[src/rtl/spi_pkg.sv]
// Shared definitions for the accelerometer poll sequencer: state encoding,
// power-up configuration table and the burst-read command.
package spi_pkg;

  typedef logic [2:0] state_t;

  localparam state_t StCfgAddr  = 3'd0;
  localparam state_t StCfgData  = 3'd1;
  localparam state_t StWaitTick = 3'd2;
  localparam state_t StRdCmd    = 3'd3;
  localparam state_t StRdByte   = 3'd4;
  localparam state_t StUpdate   = 3'd5;
  localparam state_t StIdle     = 3'd6;

  // Read, multi-byte, starting at DATAX0 (0x32).
  localparam logic [7:0] READ_CMD = 8'hF2;
  localparam int unsigned DATA_BYTES = 6;

  // Write frames need bit7 (read) and bit6 (multi-byte) clear.
  function automatic logic [7:0] cfg_addr(input int unsigned idx);
    case (idx)
      0:       return 8'h31;  // DATA_FORMAT
      1:       return 8'h2D;  // POWER_CTL
      default: return 8'h00;
    endcase
  endfunction

  function automatic logic [7:0] cfg_data(input int unsigned idx);
    case (idx)
      0:       return 8'h0B;
      1:       return 8'h08;  // measure mode
      default: return 8'h00;
    endcase
  endfunction

endpackage

[src/rtl/poll_tick_gen.sv]
// Free-running poll divider; counts only while run_i is high and emits a
// one-cycle tick on terminal count.
module poll_tick_gen #(
  parameter int unsigned POLL_DIV = 500000
) (
  input  logic clk,
  input  logic rst,
  input  logic run_i,
  output logic tick_o
);

  localparam int unsigned CntW = $clog2(POLL_DIV);

  logic [CntW-1:0] cnt_q, cnt_d;

  assign tick_o = run_i && (cnt_q == CntW'(POLL_DIV - 1));

  always_comb begin
    cnt_d = cnt_q;
    if (!run_i || tick_o) begin
      cnt_d = '0;
    end else begin
      cnt_d = cnt_q + CntW'(1);
    end
  end

  always_ff @(posedge clk) begin
    if (rst) begin
      cnt_q <= '0;
    end else begin
      cnt_q <= cnt_d;
    end
  end

endmodule

[src/rtl/accel_poll_sequencer.sv]
// Drives an SPI byte engine: writes the power-up configuration once, then
// burst-reads the X/Y/Z sample registers on every poll tick.
module accel_poll_sequencer
  import spi_pkg::*;
#(
  parameter int unsigned POLL_DIV  = 500000,
  parameter int unsigned CFG_COUNT = 2
) (
  input  logic        clk,
  input  logic        rst,
  input  logic        enable,
  output logic        xfer_start,
  output logic [7:0]  xfer_tx,
  output logic        xfer_last,
  input  logic        xfer_done,
  input  logic [7:0]  xfer_rx,
  output logic [15:0] x_data,
  output logic [15:0] y_data,
  output logic [15:0] z_data,
  output logic        data_valid,
  output logic        busy
);

  localparam int unsigned CfgIdxW = (CFG_COUNT > 1) ? $clog2(CFG_COUNT) : 1;

  state_t                        state_q, state_d;
  logic                          wait_q, wait_d;
  logic                          busy_q, busy_d;
  logic                          cfg_done_q, cfg_done_d;
  logic                          pending_q, pending_d;
  logic [CfgIdxW-1:0]            cfg_idx_q, cfg_idx_d;
  logic [2:0]                    byte_idx_q, byte_idx_d;
  logic [DATA_BYTES-2:0][7:0]    shadow_q, shadow_d;
  logic [15:0]                   x_q, x_d, y_q, y_d, z_q, z_d;
  logic                          start_q, start_d, last_q, last_d, valid_q, valid_d;
  logic [7:0]                    tx_q, tx_d;
  logic                          tick, done_ok, launch;

  poll_tick_gen #(
    .POLL_DIV (POLL_DIV)
  ) u_tick (
    .clk    (clk),
    .rst    (rst),
    .run_i  (enable && cfg_done_q),
    .tick_o (tick)
  );

  // A done pulse only counts when we actually have a byte in flight.
  assign done_ok = xfer_done && wait_q;

  always_comb begin
    state_d    = state_q;
    wait_d     = wait_q;
    busy_d     = busy_q;
    cfg_done_d = cfg_done_q;
    pending_d  = pending_q;
    cfg_idx_d  = cfg_idx_q;
    byte_idx_d = byte_idx_q;
    shadow_d   = shadow_q;
    x_d        = x_q;
    y_d        = y_q;
    z_d        = z_q;
    start_d    = 1'b0;
    tx_d       = 8'h00;
    last_d     = 1'b0;
    valid_d    = 1'b0;
    launch     = 1'b0;

    if (tick && (state_q == StRdCmd || state_q == StRdByte)) pending_d = 1'b1;
    if (!enable) pending_d = 1'b0;

    case (state_q)
      StCfgAddr: begin
        if (!wait_q) begin
          start_d = 1'b1;
          tx_d    = cfg_addr(32'(cfg_idx_q));
          wait_d  = 1'b1;
          busy_d  = 1'b1;
        end else if (done_ok) begin
          state_d = StCfgData;
          start_d = 1'b1;
          tx_d    = cfg_data(32'(cfg_idx_q));
          last_d  = 1'b1;
        end
      end
      StCfgData: begin
        if (done_ok) begin
          wait_d = 1'b0;
          busy_d = 1'b0;
          if (cfg_idx_q == CfgIdxW'(CFG_COUNT - 1)) begin
            cfg_done_d = 1'b1;
            state_d    = enable ? StWaitTick : StIdle;
          end else begin
            cfg_idx_d = cfg_idx_q + CfgIdxW'(1);
            state_d   = StCfgAddr;
          end
        end
      end
      StWaitTick: begin
        if (!enable)   state_d = StIdle;
        else if (tick) launch  = 1'b1;
      end
      StRdCmd: begin
        if (done_ok) begin
          state_d    = StRdByte;
          byte_idx_d = 3'd0;
          start_d    = 1'b1;
        end
      end
      StRdByte: begin
        if (done_ok) begin
          if (byte_idx_q == 3'(DATA_BYTES - 1)) begin
            // Final byte goes straight into Z so all three axes load together.
            wait_d  = 1'b0;
            busy_d  = 1'b0;
            state_d = StUpdate;
            x_d     = {shadow_q[1], shadow_q[0]};
            y_d     = {shadow_q[3], shadow_q[2]};
            z_d     = {xfer_rx, shadow_q[4]};
            valid_d = 1'b1;
          end else begin
            shadow_d[byte_idx_q] = xfer_rx;
            byte_idx_d           = byte_idx_q + 3'd1;
            start_d              = 1'b1;
            last_d               = (byte_idx_q == 3'(DATA_BYTES - 2));
          end
        end
      end
      StUpdate: begin
        if (!enable) begin
          state_d   = StIdle;
          pending_d = 1'b0;
        end else if (pending_q || tick) begin
          launch = 1'b1;
        end else begin
          state_d = StWaitTick;
        end
      end
      StIdle: begin
        if (enable) state_d = StWaitTick;
      end
      default: state_d = StCfgAddr;
    endcase

    if (launch) begin
      state_d   = StRdCmd;
      start_d   = 1'b1;
      tx_d      = READ_CMD;
      wait_d    = 1'b1;
      busy_d    = 1'b1;
      pending_d = 1'b0;
    end
  end

  always_ff @(posedge clk) begin
    if (rst) begin
      state_q    <= StCfgAddr;
      wait_q     <= 1'b0;
      busy_q     <= 1'b0;
      cfg_done_q <= 1'b0;
      pending_q  <= 1'b0;
      cfg_idx_q  <= '0;
      byte_idx_q <= 3'd0;
      shadow_q   <= '0;
      x_q        <= 16'h0000;
      y_q        <= 16'h0000;
      z_q        <= 16'h0000;
      start_q    <= 1'b0;
      tx_q       <= 8'h00;
      last_q     <= 1'b0;
      valid_q    <= 1'b0;
    end else begin
      state_q    <= state_d;
      wait_q     <= wait_d;
      busy_q     <= busy_d;
      cfg_done_q <= cfg_done_d;
      pending_q  <= pending_d;
      cfg_idx_q  <= cfg_idx_d;
      byte_idx_q <= byte_idx_d;
      shadow_q   <= shadow_d;
      x_q        <= x_d;
      y_q        <= y_d;
      z_q        <= z_d;
      start_q    <= start_d;
      tx_q       <= tx_d;
      last_q     <= last_d;
      valid_q    <= valid_d;
    end
  end

  assign xfer_start = start_q;
  assign xfer_tx    = tx_q;
  assign xfer_last  = last_q;
  assign x_data     = x_q;
  assign y_data     = y_q;
  assign z_data     = z_q;
  assign data_valid = valid_q;
  assign busy       = busy_q;

endmodule

[config.mk]
export PLATFORM = sky130hd
export DESIGN_NAME = accel_poll_sequencer
export DESIGN_NICKNAME = d
export VERILOG_FILES = /design/src/rtl/spi_pkg.sv /design/src/rtl/poll_tick_gen.sv /design/src/rtl/accel_poll_sequencer.sv
export SDC_FILE = /design/constraint.sdc
export NUM_CORES = 1
export LEC_CHECK = 0
export ABC_CLOCK_PERIOD_IN_PS = 4600
export CORE_UTILIZATION = 61
export CTS_BUF_LIST = sky130_fd_sc_hd__clkbuf_2
export CTS_CLUSTER_SIZE = 30
export DETAILED_ROUTE_END_ITERATION = 16
export GPL_ROUTABILITY_DRIVEN = 0
export PLACE_DENSITY_LB_ADDON = 0.08
export SLEW_MARGIN = 20
export SYNTH_ARGS = -nofsm -noshare
export SYNTH_HDL_FRONTEND = slang
export SYNTH_HIERARCHICAL = 1
export SYNTH_SLANG_ARGS = --single-unit
[constraint.sdc]
create_clock -name clk -period 4.6 [get_ports clk]
set_clock_uncertainty 0.2 [all_clocks]
set_input_delay 1.15 -clock clk [delete_from_list [all_inputs] [get_ports clk]]
set_output_delay 1.15 -clock clk [all_outputs]
set_load 0.02 [all_outputs]
==> parameters.txt <==
Parameter                              Value

Outcome
  Run status ... finished clean

Synthesis
  Count of mapped cells out of synthesis ... 586
  Share of flip-flops with an asynchronous set or reset after synthesis ... 0
  Most common flop cell mapped by yosys ... dfxtp_1
  Syn Std Cell Area ... 0.00521 mm²
  Sequential fraction of the synthesis area ... 0.492
  Number of enable-type register cells in the synthesized netlist ... 0
  Total of warnings raised by yosys ... 6
  Count of different cell masters after synthesis ... 64
  Mean instance size in the synthesized netlist ... about 9 µm²
  Register bit count reported by yosys ... 128
  Synthesized netlist net count ... 602

Setup path
  Highest net fanout along the worst path ... 10
  Reg2reg start ... u_tick/cnt_q[0]
  Biggest cell delay along the critical path ... 0.64 ns
  CP cell instances ... clkdlybuf4s50_1 > and2_1 > inv_1 > nor3_1 > o21ai_0 > o32a_1 > and3_4 > a2111oi_2
  Slowest stage cell on the critical path ... clkdlybuf4s50_1
  Data arrival, critical path ... roughly 3.6 ns
  Reg-to-Reg End ... state_q[2]
  Worst path bufs/invs ... 2
  Slack of the worst reg-to-reg path ... 1.57 ns
  Logic depth of the worst register-to-register path ... 8
  Classification of the worst setup path ... primary input to register
  Critical path startpoint category ... primary input
  CP Data Required Time ... 4.95 ns
  Cell family with most CP delay ... simple AND/OR/NAND/NOR gates
  Type of destination of the critical path ... register

Clocking
  Number of resized instances in the post-cts repair step ... 0
  Register clock-pin slew on the reported worst setup and hold paths ... between 0.2 and 0.25 ns
  Hold buffer count at CTS ... 0
  Clock tree root driver cell ... clkbuf_2
  Number of buffers added by the clock tree synthesis step ... 17
  CTS Buffer Depth ... 2
  Worst-skew pair later-pin latency ... ~0.68 ns
  CTS tree ... built
  Sinks on Clock Net ... 128
  Maximum level of the CTS H-tree ... 4
  Post-CTS Repair Setup Buffers ... 0

Placement
  Placed wire-length estimate ... 7210 µm
  # placed instances ... 727
  Area of placed instances ... between 0.005 and 0.006 mm²
  Post-placement worst setup slack ... 0.766 ns
  Number of port buffers ... 71

Layout
  Ant. Diodes ... 0
  Area growth from synthesis to final layout ... 17.2%
  Fraction of layout instances using a drive strength above 1 ... 0.0795
  Final core utilization ... 0.739
  Filler-free cell count of the finished design ... 759
  Finished layout cell area ... 0.00610 mm²
  Number of nets in the finished design ... 657
  Filler cell count in the final layout ... 641

Die
  Starting density of the core ... 0.630
  Die area ... 0.00891 mm²
  Core ar. ... 0.00826 mm²
  # rows ... 33
  IO Count ... a little over 70
  Overall die width ... roughly 94 µm
  Die Ht ... 94.4 µm

Power and ir drop
  Maximum resistive drop on vdd ... ~0.00028 V
  Leakage dissipation ... 2.35 nW
  Pwr Density ... roughly 360 mW/mm²

Route
  Violation count after the first detailed-routing iteration ... 235
  Average via count per standard cell ... between 5 and 6
  DRT antenna net count ... 0
  Vias after detailed routing ... around 4.3k
  Drc violations ... 0
  WL final ... about 11000 µm
  First drt pass iteration count ... 5
  Average wire per standard cell ... 14.7 µm

Hold path
  Number of cells on the worst hold path ... 2
  Worst hold start ... shadow_q[7]
  Type of the worst min-delay path ... register to register
  Worst Hold End ... x_data[7]

STA
  Final hold violations ... 0
  Top achievable clock speed ... 0.307 GHz
  Share of the cycle needed by the critical path after routing ... 0.709
  Final setup violation count ... 0
  Setup repair after global routing missed its margin ... false
  Shortest period the worst path allows ... 3.26 ns
  Transition time of the tightest slew-check pin ... 1.04 ns
  Worst rel slew slack ... 0.304
  Minimum setup slack in the final design ... 1.34 ns
  Max Slew Vio Count ... 0
  Final setup TNS ... 0 ns

GRT
  Initial antenna violation count ... 0
  Maximum number of pins on one net before global-route repair ... 108
  Overflow after GRT ... 0
  First-pass GRT wire length ... 18300 µm
  Vias in the first global route ... 3916
  Gr usage total ... 0.266

Run
  Number of maximum-capacitance violations ... 0
-- placed cells by master (no fill, tap or decap), types with 6 or more instances in the layout --
master           Yosys  final
a21oi_1             66     66
inv_6                0      7
nand2_1            106    106
xnor2_1              9      9
dfxtp_1            128    128
o21ai_0              9      9
clkbuf_2             1     18
nand3_1              8      8
inv_1               11     11
nor2_1              71     71
a211oi_1             6      6
mux2i_1             40     40
clkdlybuf4s50_1      0     70
-- worst min-delay path, cell delays in order, from the launching register on --
cell	delay [ns]
dfxtp_1	0.35
nand2_1	0.07
a21oi_1	0.05
-- cells in the mapped netlist, types with 2 or more instances --
| cell type | count | area [µm²] |
|---|---|---|
| a211o_1 | 2 | 17.5 |
| a211oi_1 | 6 | 45.0 |
| a21oi_1 | 66 | 330 |
| a31oi_1 | 2 | 12.5 |
| and2_1 | 3 | 18.8 |
| and3_1 | 4 | 25.0 |
| and3b_1 | 2 | 17.5 |
| and4_1 | 2 | 17.5 |
| buf_2 | 12 | 60.1 |
| buf_6 | 3 | 33.8 |
| clkbuf_1 | 19 | 71.3 |
| dfxtp_1 | 128 | 2560 |
| ha_1 | 4 | 50.1 |
| inv_1 | 11 | 41.3 |
| mux2i_1 | 40 | 400 |
| nand2_1 | 106 | 398 |
| nand2b_1 | 5 | 31.3 |
| nand3_1 | 8 | 40.0 |
| nand3b_1 | 3 | 22.5 |
| nand4_1 | 3 | 18.8 |
| nand4_2 | 5 | 62.6 |
| nor2_1 | 71 | 267 |
| nor2b_1 | 4 | 25.0 |
| nor3_1 | 3 | 15.0 |
| nor4_1 | 4 | 25.0 |
| nor4b_1 | 2 | 17.5 |
| o21ai_0 | 9 | 45.0 |
| o22ai_1 | 3 | 18.8 |
| o31ai_1 | 3 | 22.5 |
| or3_1 | 5 | 31.3 |
| or4_1 | 3 | 22.5 |
| xnor2_1 | 9 | 78.8 |
| xor2_1 | 5 | 43.8 |
-- registers in the layout, indices dropped and copies added (netlist names) --
signal        cells
pending_q         1
cfg_idx_q         1
x_data           16
shadow_q         40
y_data           16
z_data           16
cfg_done_q        1
xfer_last         1
u_tick/cnt_q     19
xfer_start        1
byte_idx_q        3
busy              1
state_q           3
wait_q            1
data_valid        1
xfer_tx           7
-- layout make-up --
| type | count | area, µm² | share of cell area |
|---|---|---|---|
| flip-flops and latches | 128 | 2560 | 0.420 |
| clock buffers | 18 | 90.1 | 0.0148 |
| inverters | 11 | 41.3 | 0.00677 |
| multi-input cells | 410 | 2430 | 0.398 |
| repair buffers | 73 | 723 | 0.119 |
| well taps | 105 | 131 | 0.0215 |
| clock inverters | 14 | 124 | 0.0203 |
-- power by group --
group          switching, W  total [W]  internal (W)  leakage, nW
combinational      0.000184   0.000348      0.000164         1.19
clock              0.000472   0.000636      0.000164        0.127
sequential        0.0000798    0.00123       0.00115         1.03
-- cell families (layout without fill, tap and decap cells) --
kind of cell | count (synthesis) | in the layout | share of synthesized area
adders and majority gates | 5 | 5 | 0.0115
muxes | 40 | 40 | 0.0769
buffers and inverters | 48 | 116 | 0.0428
DFF | 128 | 128 | 0.492
xor gates and xnor gates | 14 | 14 | 0.0236
and+or+nand+nor | 243 | 243 | 0.228
AOI/OAI and AO/OA | 108 | 108 | 0.125
-- worst max path at each step --
stage	from	endpoint	slack [ns]	depth (start not counted)
floorplan	enable	state_q[2]	1.48	8
global placement	enable	state_q[2]	0.90	8
detailed placement	enable	state_q[2]	0.77	8
CTS	enable	state_q[2]	1.46	8
global route	enable	state_q[2]	1.23	8
finish	enable	state_q[2]	1.34	8
-- per-stage QoR --
stage | power [W] | hold WS [ns]
3_3_place_gp | 0.00159 | 0.236
2_1_floorplan | 0.00149 | 0.229
4_1_cts | 0.00222 | 0.245
5_1_grt | 0.00232 | 0.286
6_report | 0.00221 | 0.257
3_5_place_dp | 0.00160 | 0.247
-- routing by layer --
layer,share of wire,global-route usage,vias up
li1,-,-,2118
met1,0.45,0.346,2025
met2,0.48,0.428,122
met3,0.053,0.0676,15
met4,0.015,0.0949,0
met5,0,0,-
Power figures use the tool's default switching activity.
